[src/rtl/keypad_scanner.sv]
// keypad_scanner: scans a 4x4 push-button matrix one row at a time with an
// active-low row select, debounces whole 16-key frames, and reports single-shot
// key events (no roll-over) plus held / multi-key status.
`timescale 1ns/1ps
module keypad_scanner #(
  parameter int SETTLE_CYCLES   = 1,
  parameter int DEBOUNCE_FRAMES = 3
) (
  input  logic        clk,
  input  logic        reset,
  input  logic [3:0]  col_in,
  output logic [3:0]  row_out,
  output logic [3:0]  key_code,
  output logic        key_valid,
  output logic        key_held,
  output logic        key_multi,
  output logic [15:0] key_state
);

  typedef enum logic [1:0] {
    DRIVE,
    WAIT,
    SAMPLE,
    FRAME_END
  } state_t;

  localparam logic [3:0] SETTLE_LAST = 4'(SETTLE_CYCLES - 1);
  localparam logic [3:0] STABLE_GOAL = 4'(DEBOUNCE_FRAMES);

  state_t      state;
  logic [1:0]  row_idx;
  logic [3:0]  settle_cnt;
  logic [15:0] snapshot;
  logic [15:0] prev_snapshot;
  logic [3:0]  stable_cnt;

  logic [3:0]  next_stable_cnt;
  logic [15:0] next_key_state;

  // Index of the lowest pressed key; only consulted when exactly one bit is set.
  function automatic logic [3:0] first_set(input logic [15:0] v);
    first_set = 4'd0;
    for (int i = 15; i >= 0; i--) begin
      if (v[i]) first_set = i[3:0];
    end
  endfunction

  // Debounce decision for the frame that has just been fully sampled.
  always_comb begin
    next_stable_cnt = 4'd1;
    next_key_state  = key_state;
    if (snapshot == prev_snapshot) begin
      next_stable_cnt = (stable_cnt >= STABLE_GOAL) ? STABLE_GOAL : stable_cnt + 4'd1;
    end
    if (next_stable_cnt == STABLE_GOAL) begin
      next_key_state = snapshot;
    end
  end

  // Row scan sequencer with frame-end debounce and single-shot event generation.
  always_ff @(posedge clk or negedge reset) begin
    if (!reset) begin
      state         <= DRIVE;
      row_idx       <= 2'd0;
      settle_cnt    <= 4'd0;
      snapshot      <= 16'h0000;
      prev_snapshot <= 16'h0000;
      stable_cnt    <= 4'd0;
      row_out       <= 4'hF;
      key_code      <= 4'd0;
      key_valid     <= 1'b0;
      key_held      <= 1'b0;
      key_multi     <= 1'b0;
      key_state     <= 16'h0000;
    end else begin
      key_valid <= 1'b0;
      case (state)
        DRIVE: begin
          row_out <= ~(4'b0001 << row_idx);
          state   <= WAIT;
        end
        WAIT: begin
          if (settle_cnt == SETTLE_LAST) begin
            settle_cnt <= 4'd0;
            state      <= SAMPLE;
          end else begin
            settle_cnt <= settle_cnt + 4'd1;
          end
        end
        SAMPLE: begin
          snapshot[{row_idx, 2'b00} +: 4] <= ~col_in;
          if (row_idx == 2'd3) begin
            state <= FRAME_END;
          end else begin
            row_idx <= row_idx + 2'd1;
            state   <= DRIVE;
          end
        end
        FRAME_END: begin
          row_out       <= 4'hF;
          row_idx       <= 2'd0;
          prev_snapshot <= snapshot;
          stable_cnt    <= next_stable_cnt;
          key_state     <= next_key_state;
          key_held      <= ($countones(next_key_state) == 1);
          key_multi     <= ($countones(next_key_state) >= 2);
          if (($countones(next_key_state) == 1) && ($countones(key_state) == 0)) begin
            key_valid <= 1'b1;
            key_code  <= first_set(next_key_state);
          end
          state <= DRIVE;
        end
        default: begin
          state <= DRIVE;
        end
      endcase
    end
  end

endmodule
[config.mk]
export PLATFORM = sky130hd
export DESIGN_NAME = keypad_scanner
export DESIGN_NICKNAME = d
export VERILOG_FILES = /design/src/rtl/keypad_scanner.sv
export SDC_FILE = /design/constraint.sdc
export NUM_CORES = 1
export LEC_CHECK = 0
export CAP_MARGIN = 20
export CORE_ASPECT_RATIO = 1.2
export CORE_MARGIN = 2
export CORE_UTILIZATION = 50
export CTS_CLUSTER_DIAMETER = 150
export DETAILED_ROUTE_END_ITERATION = 6
export PLACE_DENSITY = 0.77
export SYNTH_ARGS = -nofsm -noshare
export SYNTH_HDL_FRONTEND = slang
export SYNTH_SLANG_ARGS = --single-unit
[constraint.sdc]
create_clock -name clk -period 6.7 [get_ports clk]
set_input_delay 1.005 -clock clk [delete_from_list [all_inputs] [get_ports clk]]
set_output_delay 1.005 -clock clk [all_outputs]
set_load 0.02 [all_outputs]
==> results.sh, run 1 <==
export IMPL_status="complete, no violations"
export IMPL_first_global_vias=3399
export IMPL_grt_start_max_net_pins=72
export IMPL_cap_viol_max_count=0
export IMPL_viasPerCell=5.675
export IMPL_path_buf_inv=4
export IMPL_internal_power_mw=0.6684
export IMPL_start_util_pct=51.57
export IMPL_timing_final_ws_setup_ps=378.6
export IMPL_maxSlewViolCount=0
export IMPL_cts_num_sinks=71
export IMPL_die_y_um=107.0
export IMPL_pwr_share_seq_pct=50.5
export IMPL_cts_path_max_buffers=2
export IMPL_yosysWarnings=0
export IMPL_placed_cell_area_um2=4860
export IMPL_synth_edf_count=0
export IMPL_ys_ff_latch=71
export IMPL_wl_per_cell_um=17.17
export IMPL_rows=37
export IMPL_track_usage_pct=22.05
export IMPL_crit_type="flop to flop"
export IMPL_netlist_area_um2=4417
export IMPL_path_cells="xor2_1, nor4_1, and4_1, nand2_2, buf_4, nand2_1, o21ai_0, fa_1, inv_1, fa_1, fa_1, fa_1, inv_1, ha_1, inv_1, fa_1, nor4b_1, a22o_1, o2111ai_2, nor4_2, o211ai_1, o221ai_1"
export IMPL_synth_cells=422
export IMPL_syn_area_per_cell_um2=10.47
export IMPL_cpMostUsedCell="fa_1"
export IMPL_synth_area_leaders="dfrtp_1 (38%), fa_1 (9.1%), ha_1 (6.2%), mux2_2 (5.9%), inv_1 (4.0%)"
export IMPL_power_density_nw_per_um2=175.0
export IMPL_clock_latency_ps=370
export IMPL_cts_made_buffers=9
export IMPL_synth_nets=470
export IMPL_drive_above_1_share_pct=13.98
export IMPL_combPwrFrac_pct=4.8
export IMPL_num_vias=3303
export IMPL_hp_class="flop to flop"
export IMPL_setup_viol=0
export IMPL_ios=33
export IMPL_crit_fanout=16
export IMPL_ctsHtreeMaxLevel=3
export IMPL_synth_top_area_share_pct=37.96
export IMPL_crit_path_end_kind="flop"
export IMPL_tightest_slew_ps=900.3
export IMPL_ys_types=57
export IMPL_fin_util_pct=59.59
export IMPL_grt_overflow=0
export IMPL_cpPeakStageDelay_ps=540
export IMPL_irDropWorstVdd_v=0.0001148
export IMPL_port_buffers=32
export IMPL_crit_family="adder cells"
export IMPL_critical_path_slowest_cell="fa_1"
export IMPL_drc_errors=0
export IMPL_yosysTopAreaCell="dfrtp_1"
export IMPL_die_w_um=89.80
export IMPL_cp_arrival_ps=6600
export IMPL_holdWs_ps=468.9
export IMPL_nFillCells=698
export IMPL_final_area_um2=5104
export IMPL_crit_path_start_kind="flop"
export IMPL_synth_top_flop_cell="dfrtp_1"
export IMPL_dp_hpwl_mm=7.309
export IMPL_rsz0062_at_grt="no"
export IMPL_sw_frac_of_total_pct=25.16
export IMPL_crit_required_ps=6980
export IMPL_tritoncts="yes"
export IMPL_post_cts_buffers=0
export IMPL_areaGrowthSynthToFinish_pct=15.55
export IMPL_p_leak_nw=2.374
export IMPL_final_nets=508
export IMPL_dr_pass1_iters=4
export IMPL_ant_nets=0
export IMPL_final_setup_skew_ps=13.19
export IMPL_diodes=0
export IMPL_max_slew_margin_pct=39.98
export IMPL_fmax_mhz=158.2
export IMPL_clkPwrFrac_pct=44.8
export IMPL_setup_tns_ps=0
export IMPL_dr_first_iter_drc_count=211
export IMPL_core_um2=8564
export IMPL_antenna_found_initial=0
export IMPL_synth_yosys_seq_area_share_pct=40.34
export IMPL_dieArea_um2=9604
export IMPL_globalplace_congestion=0.9197
export IMPL_fin_crit_sh_pct=94.35
export IMPL_fin_crit_ps=6321
export IMPL_wl_mm=9.992
export IMPL_cts_root_buf="clkbuf_8"
export IMPL_grt_pass1_wl_mm=16.54
export IMPL_synthArstFlopShare_pct=100.0
export IMPL_switching_power_mw=0.2247
export IMPL_path_clk_slew_ps=80
export IMPL_postCtsHoldBufs=0
export IMPL_pre_cts_slack_ps=401.9
export IMPL_hold_viol=0
[flip-flops by register name (all words and copies together) (netlist names)]
signal,count
settle_cnt,4
row_out,4
row_idx,2
key_held,1
state,2
key_multi,1
snapshot,16
key_code,4
key_state,16
key_valid,1
stable_cnt,4
prev_snapshot,16
[worst register-to-register path: cells and delay by family (launching register included)]
family          cells  cell delay (ps)
compound gates      5              960
xor+xnor            1              190
fa+ha+maj           6             2590
buf+inv             4              450
flops               1              470
simple gates        6             1600
[cell families (layout without fill, tap and decap cells)]
| group | count (synthesis) | in the layout | share of synthesized area (%) |
|---|---|---|---|
| flops | 71 | 71 | 40.34 |
| buf+inv | 61 | 104 | 5.949 |
| xor+xnor | 17 | 17 | 3.371 |
| fa+ha+maj | 42 | 42 | 15.30 |
| mux | 42 | 42 | 10.40 |
| simple gates | 106 | 106 | 12.07 |
| compound gates | 83 | 83 | 12.58 |
[metal layers]
layer | global-route usage (%) | part of all wire (%)
met1 | 26.91 | 42
met5 | 0 | 0
met3 | 5.130 | 3.7
met2 | 38.15 | 51
met4 | 8.791 | 3.1
[what timing repair did]
action	in CTS	in global routing
resized for setup	0	3
setup endpoints to repair	0	2
endpoints found under the hold margin	0	0
[layout make-up]
| class | count | area (µm²) | share of cell area, % |
|---|---|---|---|
| inverters | 47 | 176.4 | 3.457 |
| flip-flops and latches | 71 | 1782 | 34.91 |
| repair buffers | 41 | 382.9 | 7.502 |
| well taps | 117 | 146.4 | 2.868 |
| multi-input cells | 290 | 2390 | 46.83 |
| clock buffers | 9 | 123.9 | 2.427 |
| clock inverters | 7 | 102.6 | 2.010 |
[cells in the mapped netlist, drive strengths merged, types with 2 or more instances]
master / n
a211oi: 6
a21oi: 17
a22o: 3
and2: 3
buf: 8
clkbuf: 6
dfrtp: 67
dfstp: 4
fa: 20
ha: 22
inv: 47
mux2: 25
mux2i: 17
nand2: 41
nand2b: 2
nand3: 6
nand4: 4
nor2: 25
nor2b: 2
nor3b: 4
nor4: 9
o2111ai: 2
o211ai: 2
o21ai: 22
o221ai: 2
o31ai: 18
o41ai: 2
or2: 2
xor2: 16
[power by group through the flow]
stage	registers, mW	logic (mW)	clock network (mW)
after floorplan	0.455	0.0221	0
after global placement	0.458	0.0412	0
after detailed placement	0.459	0.0420	0
after CTS	0.450	0.0422	0.404
after global routing	0.452	0.0478	0.423
final	0.451	0.0425	0.400
[cell usage in the layout (no fill, tap or decap), drive strengths merged, types with 2 or more instances in the layout]
master	Yosys	layout
xor2	16	16
o211ai	2	2
clkbuf	6	9
o31ai	18	18
or2	2	2
nor2b	2	2
a21oi	17	17
mux2i	17	17
clkinv	0	2
clkdlybuf4s50	0	31
o221ai	2	2
dfstp	4	4
nand2	41	41
nor4	9	9
a211oi	6	6
dfrtp	67	67
o2111ai	2	2
buf	8	10
inv	47	49
nor3b	4	4
and2	3	3
ha	22	22
a22o	3	3
o41ai	2	2
nand3	6	6
bufinv	0	2
fa	20	20
nor2	25	25
nand2b	2	2
mux2	25	25
nand4	4	4
o21ai	22	22
[path summary, 6_finish.rpt]
path | startpoint | end | slack, ps | cells after the start
min in group asynchronous | reset | key_multi | 840 | 2
worst min-delay path | row_out[3] | row_out[3] | 470 | 2
max in group asynchronous | reset | key_code[0] | 5260 | 2
worst max register to register | snapshot[11] | key_code[2] | 380 | 22
worst min register to register | row_out[3] | row_out[3] | 470 | 2
worst max-delay path | snapshot[11] | key_code[2] | 380 | 22
[per-stage QoR]
step | power (mW) | std cells
2_1_floorplan | 0.4768 | 422
3_3_place_gp | 0.4990 | 566
3_5_place_dp | 0.5006 | 566
4_1_cts | 0.8971 | 582
5_1_grt | 0.9231 | 582
6_report | 0.8931 | 582
Power figures use the tool's default switching activity.
==> run 2: changes to the inputs <==
--- a/config.mk
+++ b/config.mk
@@ -5,7 +5,6 @@
 export SDC_FILE = /design/constraint.sdc
 export NUM_CORES = 1
 export LEC_CHECK = 0
-export CAP_MARGIN = 20
 export CORE_ASPECT_RATIO = 1.2
 export CORE_MARGIN = 2
 export CORE_UTILIZATION = 50
==> results of run 2 <==
Same layout as run 1: the final DEF is identical, and so are final timing and power.
==> run 3: changes to the inputs <==
--- a/config.mk
+++ b/config.mk
@@ -5,7 +5,7 @@
 export SDC_FILE = /design/constraint.sdc
 export NUM_CORES = 1
 export LEC_CHECK = 0
-export CORE_ASPECT_RATIO = 1.2
+export CORE_ASPECT_RATIO = 1.4
 export CORE_MARGIN = 2
 export CORE_UTILIZATION = 50
 export CTS_CLUSTER_DIAMETER = 150
==> constraint.sdc (replaced) <==
create_clock -name clk -period 6.8 [get_ports clk]
set_input_delay 1.02 -clock clk [delete_from_list [all_inputs] [get_ports clk]]
set_output_delay 1.02 -clock clk [all_outputs]
set_load 0.02 [all_outputs]
==> run 3 against run 2 <==
Net effect: cell area rose by 2.5%; register-to-register slack improved by 30 ps; fmax shrank 1.0%; via count is 1.7% higher; worst setup slack better by 34 ps; non-clock buffer count shrank 1; highest routed layer unchanged; clock power rose by 44%; first-iteration DRC count rose by 18%; count of clock-buffer cells in the layout is 1 higher.
==> results.sh, run 3 (synthesis gave the netlist of run 1 again) <==
export IMPL_multi_input_area_um2=2402
export IMPL_pwr_share_seq_pct=41.8
export IMPL_routed_wl_met2_mm=5.358
export IMPL_crit_path_end_kind="flop"
export IMPL_fmax_mhz=156.6
export IMPL_crit_path_start_kind="flop"
export IMPL_rows=40
export IMPL_total_power_mw=1.064
export IMPL_dr_first_iter_drc_count=250
export IMPL_r2r_slack_ps=410
export IMPL_drive_above_1_share_pct=13.58
export IMPL_internal_power_mw=0.8443
export IMPL_ant_nets=0
export IMPL_viasPerCell=5.903
export IMPL_nFillCells=725
export IMPL_antenna_found_initial=0
export IMPL_grt_pass1_wl_mm=17.05
export IMPL_rsz0062_at_grt="no"
export IMPL_first_global_vias=3477
export IMPL_clkPwrFrac_pct=54.3
export IMPL_status="complete, no violations"
export IMPL_power_density_nw_per_um2=203.4
export IMPL_fin_crit_ps=6387
export IMPL_dr_pass1_iters=4
export IMPL_cap_viol_max_count=0
export IMPL_wl_per_cell_um=18.20
export IMPL_reg2regPathDepth=20
export IMPL_die_w_um=83.44
export IMPL_sw_frac_of_total_pct=20.64
export IMPL_switching_power_mw=0.2195
export IMPL_postCtsHoldBufs=0
export IMPL_diodes=0
export IMPL_cts_root_buf="clkbuf_16"
export IMPL_crit_fanout=19
export IMPL_final_nets=507
export IMPL_tightest_slew_ps=882.7
export IMPL_irDropWorstVdd_v=0.0001520
export IMPL_post_cts_buffers=0
export IMPL_hold_end="row_out[0]"
export IMPL_fin_crit_sh_pct=93.93
export IMPL_grt_start_max_net_pins=72
export IMPL_hp_class="flop to flop"
export IMPL_cp_arrival_ps=6630
export IMPL_num_vias=3359
export IMPL_final_setup_skew_ps=5.929
export IMPL_cts_path_max_buffers=2
export IMPL_reg2reg_from="snapshot[15]"
export IMPL_rr_endpoint="key_code[2]"
export IMPL_p_leak_nw=2.467
export IMPL_wl_mm=10.36
export IMPL_top_layer="met4"
export IMPL_hold_viol=0
export IMPL_areaGrowthSynthToFinish_pct=18.41
export IMPL_grt_overflow=0
export IMPL_drc_errors=0
export IMPL_max_slew_margin_pct=41.15
export IMPL_ios=33
export IMPL_globalplace_congestion=1.026
export IMPL_cts_made_buffers=9
export IMPL_port_buffers=32
export IMPL_track_usage_pct=23.21
export IMPL_ctsHtreeMaxLevel=3
export IMPL_setup_tns_ps=0
export IMPL_setup_viol=0
export IMPL_largestRegisters="key_state: 16 flops, prev_snapshot: 16 flops, snapshot: 16 flops"
export IMPL_core_um2=8608
export IMPL_m1WireLength_mm=3.966
export IMPL_layout_common_cells="dfrtp_1 (67), inv_1 (47), nand2_1 (40), clkdlybuf4s50_1 (31), nor2_1 (25)"
export IMPL_maxSlewViolCount=0
export IMPL_dieArea_um2=9612
export IMPL_start_util_pct=51.31
export IMPL_tritoncts="yes"
export IMPL_dp_hpwl_mm=7.381
export IMPL_crit_required_ps=7050
export IMPL_combPwrFrac_pct=3.9
export IMPL_routed_wl_met3_um=508
export IMPL_final_common_cell="dfrtp_1"
export IMPL_cts_num_sinks=71
export IMPL_hold_start="row_out[0]"
export IMPL_final_seq_area_um2=1782
export IMPL_worst_hold_path_num_cells=2
export IMPL_clock_latency_ps=340
export IMPL_crit_type="flop to flop"
export IMPL_path_clk_slew_ps=60
export IMPL_die_y_um=115.2
[run 3: routing by layer]
layer | track usage, % | up-vias
met5 | 0 | -
met4 | 14.30 | 0
met3 | 3.948 | 39
met2 | 41.56 | 117
met1 | 25.85 | 1661
li1 | - | 1542
[run 3: power by group through the flow]
stage | Sequential, mW | Combinational, mW | Clock, mW
floorplan | 0.448 | 0.0217 | 0
global placement | 0.451 | 0.0400 | 0
detailed placement | 0.452 | 0.0409 | 0
CTS | 0.444 | 0.0414 | 0.583
global route | 0.446 | 0.0462 | 0.602
finish | 0.445 | 0.0414 | 0.578
[run 3: per-stage QoR]
step	instances	instance area, µm²	utilization, %	hold WS [ps]	setup slack, ps
CTS	569	5200	60.41	466.7	231.0
finish	569	5230	60.76	464.5	413.0
global placement	553	4837	56.19	453.2	635.5
detailed placement	553	4837	56.19	456.0	238.0
floorplan	422	4417	-	437.3	944.8
global route	569	5230	60.76	492.2	41.48
[run 3: worst max-delay path by stage]
stage	to	cells past startpoint	start	slack, ps
after floorplan	key_code[2]	21	stable_cnt[0]	940
after global placement	key_code[2]	20	stable_cnt[0]	640
after detailed placement	key_code[2]	20	stable_cnt[0]	240
after CTS	key_code[2]	20	snapshot[15]	230
after global routing	key_code[2]	20	snapshot[15]	40
final	key_code[2]	20	snapshot[15]	410
[run 3: timing repair]
action	in CTS	in global routing
hold endpoints to repair	0	0
endpoints found under the setup margin	0	2
resized for setup	0	5
[run 3: cell type report]
cell class | count | share of cell area [%]
Multi-Input combinational cell | 290 | 45.93
Sequential cell | 71 | 34.07
Tap cell | 105 | 2.512
Clock buffer | 10 | 4.378
Timing Repair Buffer | 40 | 7.177
Inverter | 47 | 3.373
Clock inverter | 6 | 2.560
[run 3: worst max-delay path, stage by stage, from the launching register on]
cell	delay [ps]
dfrtp_1	490
xor2_1	220
nor4_2	390
and4_1	320
nand2_4	170
buf_4	240
mux2i_1	150
fa_1	570
fa_1	430
fa_1	500
fa_1	420
inv_1	70
ha_1	160
inv_1	60
fa_1	500
nor4b_1	280
a22o_1	240
o2111ai_2	330
a211oi_2	370
o211ai_1	160
o221ai_1	230
